==> src/rtl/hoop_collision_detector_pkg.sv <==
// Shared types and defaults for the hoop collision detector.
package hoop_coll_pkg;

  typedef enum logic [1:0] {
    ARMED  = 2'd0,
    CAUGHT = 2'd1,
    MISSED = 2'd2
  } pass_state_t;

  localparam int Y_W          = 11;
  localparam int SCREEN_H_DEF = 480;

endpackage

==> src/rtl/hoop_collision_detector_if.sv <==
// Frame/draw-request inputs and collision/score outputs of the hoop collision detector.
interface hoop_collision_detector_if;
  import hoop_coll_pkg::*;

  logic                  startOfFrame;
  logic                  pause;
  logic                  hoopDR;
  logic                  towerDR;
  logic                  playerDR;
  logic signed [Y_W-1:0] hoopTopLeftY;
  logic                  towerHoopCollision;
  logic                  hoopCaught;
  logic                  hoopMissed;
  logic [15:0]           catchCount;
  logic [15:0]           missCount;

  modport master (
    output startOfFrame, pause, hoopDR, towerDR, playerDR, hoopTopLeftY,
    input  towerHoopCollision, hoopCaught, hoopMissed, catchCount, missCount
  );

  modport slave (
    input  startOfFrame, pause, hoopDR, towerDR, playerDR, hoopTopLeftY,
    output towerHoopCollision, hoopCaught, hoopMissed, catchCount, missCount
  );

endinterface

==> src/rtl/hoop_collision_detector_overlap_counter.sv <==
// Saturating per-frame overlap counter; flag is either registered (qualify) or a live threshold.
module overlap_counter #(
  parameter int CNT_W    = 12,
  parameter int MIN_PIX  = 4,
  parameter bit REG_FLAG = 1'b1
) (
  input  logic clk,
  input  logic resetN,
  input  logic sof,
  input  logic pause,
  input  logic hit,
  output logic flag
);

  localparam logic [CNT_W-1:0] CNT_MAX = '1;
  localparam logic [CNT_W-1:0] MIN_VAL = CNT_W'(MIN_PIX);

  logic [CNT_W-1:0] count_reg, count_next;

  // The SOF-cycle pixel already belongs to the new frame.
  always_comb begin
    count_next = count_reg;
    if (pause)
      count_next = '0;
    else if (sof)
      count_next = hit ? CNT_W'(1) : '0;
    else if (hit && (count_reg != CNT_MAX))
      count_next = count_reg + 1'b1;
  end

  always_ff @(posedge clk or negedge resetN) begin
    if (!resetN)
      count_reg <= '0;
    else
      count_reg <= count_next;
  end

  generate
    if (REG_FLAG) begin : g_reg
      logic flag_reg;
      always_ff @(posedge clk or negedge resetN) begin
        if (!resetN)
          flag_reg <= 1'b0;
        else
          flag_reg <= !pause && !sof && (count_reg >= MIN_VAL);
      end
      assign flag = flag_reg;
    end else begin : g_comb
      assign flag = (count_reg >= MIN_VAL);
    end
  endgenerate

endmodule

==> src/rtl/hoop_collision_detector.sv <==
// Frame-accurate hoop/tower collision flag and per-pass catch/miss pulses.
// Optional HOOP_COLL_STATS_EN adds 16-bit catch/miss totals.
module hoop_collision_detector
  import hoop_coll_pkg::*;
#(
  parameter int TOWER_MIN_PIX = 4,
  parameter int CATCH_MIN_PIX = 16,
  parameter int CNT_W         = 12,
  parameter int SCREEN_H      = SCREEN_H_DEF
) (
  input  logic                     clk,
  input  logic                     resetN,
  hoop_collision_detector_if.slave bus
);

  localparam logic signed [Y_W-1:0] SCREEN_Y = Y_W'(SCREEN_H);

  logic                  tower_flag;
  logic                  catch_ok;
  pass_state_t           state_reg, state_next;
  logic signed [Y_W-1:0] prev_y_reg;
  logic                  caught_reg, caught_next;
  logic                  missed_reg, missed_next;

  overlap_counter #(.CNT_W(CNT_W), .MIN_PIX(TOWER_MIN_PIX), .REG_FLAG(1'b1)) u_tower (
    .clk    (clk),
    .resetN (resetN),
    .sof    (bus.startOfFrame),
    .pause  (bus.pause),
    .hit    (bus.hoopDR & bus.towerDR),
    .flag   (tower_flag)
  );

  // Live threshold so the SOF cycle sees the completed frame's count.
  overlap_counter #(.CNT_W(CNT_W), .MIN_PIX(CATCH_MIN_PIX), .REG_FLAG(1'b0)) u_player (
    .clk    (clk),
    .resetN (resetN),
    .sof    (bus.startOfFrame),
    .pause  (bus.pause),
    .hit    (bus.hoopDR & bus.playerDR),
    .flag   (catch_ok)
  );

  always_comb begin
    state_next  = state_reg;
    caught_next = 1'b0;
    missed_next = 1'b0;
    if (bus.startOfFrame && !bus.pause) begin
      case (state_reg)
        ARMED: begin
          if (catch_ok) begin
            caught_next = 1'b1;
            state_next  = CAUGHT;
          end else if (bus.hoopTopLeftY > SCREEN_Y) begin
            missed_next = 1'b1;
            state_next  = MISSED;
          end
        end
        CAUGHT, MISSED: begin
          if (bus.hoopTopLeftY < prev_y_reg)
            state_next = ARMED;
        end
        default: state_next = ARMED;
      endcase
    end
  end

  always_ff @(posedge clk or negedge resetN) begin
    if (!resetN) begin
      state_reg  <= ARMED;
      prev_y_reg <= '0;
      caught_reg <= 1'b0;
      missed_reg <= 1'b0;
    end else begin
      state_reg  <= state_next;
      caught_reg <= caught_next;
      missed_reg <= missed_next;
      if (bus.startOfFrame)
        prev_y_reg <= bus.hoopTopLeftY;
    end
  end

  assign bus.towerHoopCollision = tower_flag;
  assign bus.hoopCaught         = caught_reg;
  assign bus.hoopMissed         = missed_reg;

`ifdef HOOP_COLL_STATS_EN
  logic [15:0] catch_cnt_reg, miss_cnt_reg;

  // Counted on the same edge the pulse is raised; wraps naturally.
  always_ff @(posedge clk or negedge resetN) begin
    if (!resetN) begin
      catch_cnt_reg <= '0;
      miss_cnt_reg  <= '0;
    end else begin
      if (caught_next) catch_cnt_reg <= catch_cnt_reg + 16'd1;
      if (missed_next) miss_cnt_reg  <= miss_cnt_reg + 16'd1;
    end
  end

  assign bus.catchCount = catch_cnt_reg;
  assign bus.missCount  = miss_cnt_reg;
`else
  assign bus.catchCount = 16'd0;
  assign bus.missCount  = 16'd0;
`endif

endmodule

==> src/flat_wrapper.sv <==
// flat-port wrapper written by rule: the top's interface ports become plain ports
module hoop_collision_detector_flat import hoop_coll_pkg::*;
#(
  parameter int TOWER_MIN_PIX = 4,
  parameter int CATCH_MIN_PIX = 16,
  parameter int CNT_W         = 12,
  parameter int SCREEN_H      = SCREEN_H_DEF
)
  (clk, resetN, bus_startOfFrame, bus_pause, bus_hoopDR, bus_towerDR, bus_playerDR, bus_hoopTopLeftY, bus_towerHoopCollision, bus_hoopCaught, bus_hoopMissed, bus_catchCount, bus_missCount);
  hoop_collision_detector_if bus_i ();
  input  logic clk;
  input  logic resetN;
  input wire logic [$bits(bus_i.startOfFrame)-1:0] bus_startOfFrame;
  input wire logic [$bits(bus_i.pause)-1:0] bus_pause;
  input wire logic [$bits(bus_i.hoopDR)-1:0] bus_hoopDR;
  input wire logic [$bits(bus_i.towerDR)-1:0] bus_towerDR;
  input wire logic [$bits(bus_i.playerDR)-1:0] bus_playerDR;
  input wire logic [$bits(bus_i.hoopTopLeftY)-1:0] bus_hoopTopLeftY;
  output wire logic [$bits(bus_i.towerHoopCollision)-1:0] bus_towerHoopCollision;
  output wire logic [$bits(bus_i.hoopCaught)-1:0] bus_hoopCaught;
  output wire logic [$bits(bus_i.hoopMissed)-1:0] bus_hoopMissed;
  output wire logic [$bits(bus_i.catchCount)-1:0] bus_catchCount;
  output wire logic [$bits(bus_i.missCount)-1:0] bus_missCount;
  assign bus_i.startOfFrame = bus_startOfFrame;
  assign bus_i.pause = bus_pause;
  assign bus_i.hoopDR = bus_hoopDR;
  assign bus_i.towerDR = bus_towerDR;
  assign bus_i.playerDR = bus_playerDR;
  assign bus_i.hoopTopLeftY = bus_hoopTopLeftY;
  assign bus_towerHoopCollision = bus_i.towerHoopCollision;
  assign bus_hoopCaught = bus_i.hoopCaught;
  assign bus_hoopMissed = bus_i.hoopMissed;
  assign bus_catchCount = bus_i.catchCount;
  assign bus_missCount = bus_i.missCount;
  hoop_collision_detector #(.TOWER_MIN_PIX(TOWER_MIN_PIX), .CATCH_MIN_PIX(CATCH_MIN_PIX), .CNT_W(CNT_W), .SCREEN_H(SCREEN_H)) u_core (.clk(clk), .resetN(resetN), .bus(bus_i));
endmodule
==> config.mk <==
export PLATFORM = sky130hd
export DESIGN_NAME = hoop_collision_detector_flat
export DESIGN_NICKNAME = d
export VERILOG_FILES = /design/src/rtl/hoop_collision_detector_pkg.sv /design/src/rtl/hoop_collision_detector_if.sv /design/src/rtl/hoop_collision_detector_overlap_counter.sv /design/src/rtl/hoop_collision_detector.sv /design/src/flat_wrapper.sv
export SDC_FILE = /design/constraint.sdc
export NUM_CORES = 1
export LEC_CHECK = 0
export CAP_MARGIN = 20
export CELL_PAD_IN_SITES_DETAIL_PLACEMENT = 1
export CELL_PAD_IN_SITES_GLOBAL_PLACEMENT = 2
export CORE_MARGIN = 4
export CORE_UTILIZATION = 31
export DETAILED_ROUTE_END_ITERATION = 10
export GPL_TIMING_DRIVEN = 0
export PLACE_DENSITY_LB_ADDON = 0.25
export REMOVE_ABC_BUFFERS = 1
export SKIP_CTS_REPAIR_TIMING = 1
export SYNTH_ARGS = -nofsm -noshare
export SYNTH_HDL_FRONTEND = slang
export SYNTH_SLANG_ARGS = --single-unit
==> constraint.sdc <==
create_clock -name clk -period 2.4 [get_ports clk]
set_input_delay 0.48 -clock clk [delete_from_list [all_inputs] [get_ports clk]]
set_output_delay 0.48 -clock clk [all_outputs]
set_load 0.005 [all_outputs]
Word-level counts from Yosys, hierarchy flattened
Cells that the tools add are included.

storage, ports and cells
  bits in registers = 40
  input bits = 18
  output and inout port bits = 35
  word-level logic and storage cells = 52

operators by class
  add/subtract/negate cells = 2
  $lt $le $gt $ge = 4
  eq/ne operators = 6
  mux-type cells = 19
  bitwise logic cells = 2
  reduce and logical (&&, ||, !) cells = 12

operators by type and width
  operator               number
  $mux 12                6
  $add 12x1->12 const B  2
  $ne 12x12->1 const B   2
  $ge 12x3->1 const B    1
  $ge 12x5->1 const B    1
  $gt 11x10->1 const B   1
  $lt 11x11->1           1
  $mux 1                 9
  $mux 2                 3
  $reduce_bool 3->1      2
  $logic_and 1x1->1      5
  $pmux 2 s2             1
  $ne 3x1->1 const B     1
  $reduce_and 3->1       1
  $and 1x1->1            2
  $eq 2x1->1 const B     1
  $eq 2x2->1 const B     1
  $logic_not 1->1        2
  $logic_not 2->1        1
  $ne 2x1->1 const B     1
  $reduce_or 2->1        1

Longest topological paths before layout
  depth in word-level cells = 5
  gate-level depth with buffers = 7
  gate-level depth less buffers = 7

Modules after synthesis
From an unflattened synthesis, not the netlist that was laid out.

second synthesis, totals
  cell total of the unflattened synthesis = 291
  area total of the unflattened synthesis = 2,668.8 um2

modules (own cells, without submodules)
  module                             instances  cells an instance  area an instance (um2)  seq. area each (um2)
  hoop_collision_detector            1          128                1,152.4                 375.4
  overlap_counter (u_core.u_tower)   1          82                 780.7                   325.3
  overlap_counter (u_core.u_player)  1          81                 735.7                   300.3

Worst setup path after synthesis
No wires, ideal clock.

  path kind = reg-to-reg
  start = register u_core.u_player.count_reg[0]
  end = register u_core.u_player.count_reg[4]
  setup time = 0.077 ns
  arrival time = 1.598 ns
  required time = 2.323 ns
  path slack = 0.725 ns
  stages on the path, launching flop included = 6
  buffers on the path = 0
  period minus slack after synthesis = 1.675 ns
  cells stage by stage = dfrtp_1 > ha_1 > and4_1 > a311o_1 > or3_1 > a21oi_1

between the ends
  word-level cells in the longest chain between the ends = 4
  elaborated cells on any way between the ends = 7
  those cells by class = add/sub: 1; eq/ne: 1; mux: 3; reduce/logical: 2

ends and longest elaborated chain
  what                      RTL line                                       text
  start: declaration        hoop_collision_detector_overlap_counter.sv:18  logic [CNT_W-1:0] count_reg, count_next;
  start signal: assignment  hoop_collision_detector_overlap_counter.sv:35  count_reg <= count_next;
  $add 12x1->12             hoop_collision_detector_overlap_counter.sv:28  count_next = count_reg + 1'b1;
  $mux 12                   hoop_collision_detector_overlap_counter.sv:27  else if (hit && (count_reg != CNT_MAX))
  $mux 12                   hoop_collision_detector_overlap_counter.sv:25  else if (sof)
  $mux 12                   hoop_collision_detector_overlap_counter.sv:23  if (pause)

Several ways; a longest one is shown, not always the timed one. The select of a mux whose other input is x is not followed.
A chain may end at the register's enable or synchronous reset.

Worst setup path in the final report
  start = input bus_pause
  end = register u_core.state_reg[0]

between the ends
  word-level cells in the longest chain between the ends = 3

ends and longest elaborated chain
  what                               RTL line                       text
  start: declaration                 flat_wrapper.sv:14             input wire logic [$bits(bus_i.pause)-1:0] bus_pause;
  $logic_not 1->1                    hoop_collision_detector.sv:48  if (bus.startOfFrame && !bus.pause) begin
  $logic_and 1x1->1                  hoop_collision_detector.sv:48
  $reduce_and 3->1 (no source line)  --
  end signal: assignment             hoop_collision_detector.sv:75  state_reg <= state_next;
  end: declaration                   hoop_collision_detector.sv:20  pass_state_t state_reg, state_next;

Every way passes these cells.

==> parameters.txt <==
Parameter                              Value

Synthesis
  Area contributors post-synth ... sky130_fd_sc_hd__dfrtp_1, sky130_fd_sc_hd__buf_4, sky130_fd_sc_hd__ha_1
  Synthesis Warnings ... 0
  Primary flip-flop cell chosen by synthesis mapping ... sky130_fd_sc_hd__dfrtp_1
  Mean area per synthesized cell ... about 9.1 um^2
  Netlist area before placement ... 2510 um^2
  Register bit total from synthesis ... 40
  Share of the yosys chip area belonging to registers ... 0.3988
  Most frequent cell after synthesis ... sky130_fd_sc_hd__dfrtp_1
  Synth area leader ... sky130_fd_sc_hd__dfrtp_1
  Area share of the largest cell type after synthesis ... 0.3988
  Post-synth top cells ... sky130_fd_sc_hd__dfrtp_1, sky130_fd_sc_hd__buf_4, sky130_fd_sc_hd__nor2_1
  Instance count of the mapped netlist ... roughly 280
  Count of cell types in the netlist ... 45
  Count of flip-flops with a built-in enable after synthesis ... 0
  Async S/R FF share, synth ... 1.000

Placed design
  Post-detail-place hpwl ... slightly above 4 mm
  Placed cell area ... 2694 um^2
  Number of buffers added on ports ... 20
  Final estimated routing congestion in global placement ... 0.7237

Floorplanning
  Die boundary width ... 97.98 um
  Num ports ... 53
  Row count ... 32
  Core area ... between 7000 and 8000 um^2
  Starting density of the core ... 0.3215
  Die outline area ... 9600 um^2
  Die height ... 97.98 um

Global route
  Aggregate global-route resource usage ... 0.1182
  Vias in the first global route ... 1929
  Global-route wire length before repair ... 9.370 mm
  Overall overflow remaining after global route ... 0
  Maximum number of pins on one net before global-route repair ... 28
  Antenna violations before repair ... 0

Detailed routing
  Total vias in the final route ... 1902
  Final wirelength ... 5.336 mm
  Violation count after the first detailed-routing iteration ... 67
  Vias per cell ... 4.779
  Antenna viol nets, final ... 0
  DRC violation count after routing ... 0
  WL/cell ... 13.41 um
  Detailed Routing Iterations Pass 1 ... 3

Clock network
  Clk root buf ... sky130_fd_sc_hd__clkbuf_8
  H-tree depth ... 2
  Clock tree from TritonCTS ... done
  Clock input transition at the sequential cells of the worst setup and hold paths ... 0.08 ns
  Clock insertion delay at the later pin of the skew report ... 0.29 ns
  Total CTS buffers ... 5
  Clk sinks ... 40
  Max clock buf depth ... 2

Finish
  Share of cells above drive strength 1 ... 0.06757
  Antenna diode count ... 0
  # fillers ... 925
  Final #Nets ... 328
  Synth-to-Final Area Change ... 10.72%
  Non-Filler Cell Area, Final ... between 2000 and 3000 um^2
  End-of-flow core utilization ... 0.3559

Worst setup path
  Worst Setup Start Kind ... input pin
  Number of cells on the worst reg-to-reg path ... 6
  Arrival time at the worst endpoint ... between 2 and 2.5 ns
  Critical path data required time ... 2.58 ns
  Worst-path fanout max ... 6
  Path type of the worst setup path ... in2reg
  Crit. End Element ... flip-flop

Power and ir drop
  Cell Pwr Density ... between 500 and 600 nW/um^2
  Leakage power ... 1.165 nW
  Peak VDD IR ... between 0.00015 and 0.0002 V

STA
  Unrepaired setup endpoints after global routing ... no
  Worst slew pin tran ... ~0.57 ns
  Max frequency ... 472.5 MHz
  Hold violation total from the final report ... 0
  Layout Skew ... 0.008226 ns
  Final period util ... 0.8819
  Slew Viols, Final ... 0
  Final min period ... 2.117 ns
  Number of setup violations in the final report ... 0
  Worst-case headroom to the max-slew limit ... 0.6206

Min path
  Path category of the worst min-delay check ... in2async

Outcome
  Outcome ... complete, no violations

Run
  Max_cap viols ... 0
final cells by class:
type,count,area (um^2),area share
repair buffers,21,210.2,0.07564
inverters,19,71.32,0.02566
multi-input cells,208,1279,0.4602
well taps,102,127.6,0.04593
flip-flops and latches,40,1001,0.3602
clock buffers,8,90.09,0.03242
final timing paths:
kind | start | end | slack, ns
setup / recovery | bus_pause | u_core.state_reg[0] | 0.28
setup reg to reg | u_core.u_tower.count_reg[0] | u_core.u_tower.count_reg[11] | 0.55
hold reg to reg | u_core.state_reg[0] | u_core.state_reg[0] | 0.51
hold / removal | resetN | u_core.u_tower.count_reg[8] | 0.12
min in group clk | u_core.state_reg[0] | u_core.state_reg[0] | 0.51
max in group asynchronous | resetN | u_core.u_player.count_reg[10] | 1.80
power breakdown:
group | switching (mW) | total, mW | internal (mW)
sequential | 0.00991 | 0.711 | 0.701
combinational | 0.136 | 0.226 | 0.0904
clock | 0.236 | 0.471 | 0.235
total | 0.382 | 1.41 | 1.03
routing by layer:
layer / track usage / share of wire
met1: 0.1611 / 0.48
met2: 0.1843 / 0.45
met3: 0.02714 / 0.047
met4: 0.04047 / 0.017
met5: 0 / 0
cells in the final DEF, fill, tap and decap left out, types with 3 or more instances in the layout:
master / instances
sky130_fd_sc_hd__xor2_1: 4
sky130_fd_sc_hd__o211ai_1: 4
sky130_fd_sc_hd__o21ai_0: 16
sky130_fd_sc_hd__clkdlybuf4s50_1: 18
sky130_fd_sc_hd__nand4_1: 4
sky130_fd_sc_hd__conb_1: 32
sky130_fd_sc_hd__nand2_1: 25
sky130_fd_sc_hd__nand2b_1: 3
sky130_fd_sc_hd__and4_1: 5
sky130_fd_sc_hd__or3_1: 3
sky130_fd_sc_hd__a21oi_1: 6
sky130_fd_sc_hd__inv_1: 19
sky130_fd_sc_hd__nand3_1: 7
sky130_fd_sc_hd__nor2_1: 26
sky130_fd_sc_hd__a211oi_1: 3
sky130_fd_sc_hd__ha_1: 15
sky130_fd_sc_hd__a31oi_1: 4
sky130_fd_sc_hd__dfrtp_1: 40
sky130_fd_sc_hd__clkbuf_8: 6
sky130_fd_sc_hd__xnor2_1: 13
sky130_fd_sc_hd__nor3_1: 3
sky130_fd_sc_hd__nor4_1: 10
critical path, stage by stage:
cell	delay, ns
sky130_fd_sc_hd__clkdlybuf4s50_1	0.52
sky130_fd_sc_hd__nand2b_1	0.25
sky130_fd_sc_hd__a2111oi_1	0.55
sky130_fd_sc_hd__or2_2	0.21
sky130_fd_sc_hd__o211ai_1	0.08
sky130_fd_sc_hd__a22o_1	0.20
stage by stage:
stage / hold slack, ns / power, mW / setup TNS (ns) / instances / setup WS [ns]
after CTS: 0.1266 / 1.446 / -0.4054 / 398 / -0.2458
after detailed placement: 0.4554 / 0.9561 / -1.289 / 390 / -0.5452
after floorplan: 0.1844 / 0.8550 / 0 / 267 / 0.7224
final: 0.1192 / 1.408 / 0 / 398 / 0.2834
after global routing: 0.1436 / 1.505 / 0 / 398 / 0.07990
after global placement: 0.4885 / 0.9475 / -14.03 / 389 / -0.6349
cells by family (layout without fill, tap and decap cells):
group                      count (synthesis)  after routing  share of synthesized area
xor gates and xnor gates                  17             17                    0.05932
adders and majority gates                 15             15                    0.07478
AOI/OAI and AO/OA                         44             44                     0.1132
and+or+nand+nor                           98             98                     0.2059
DFF                                       40             40                     0.3988
muxes                                      2              2                   0.008474
buffers and inverters                     58             48                     0.1381
other                                      1             32                   0.001494
(Power assumes the default switching activity.)
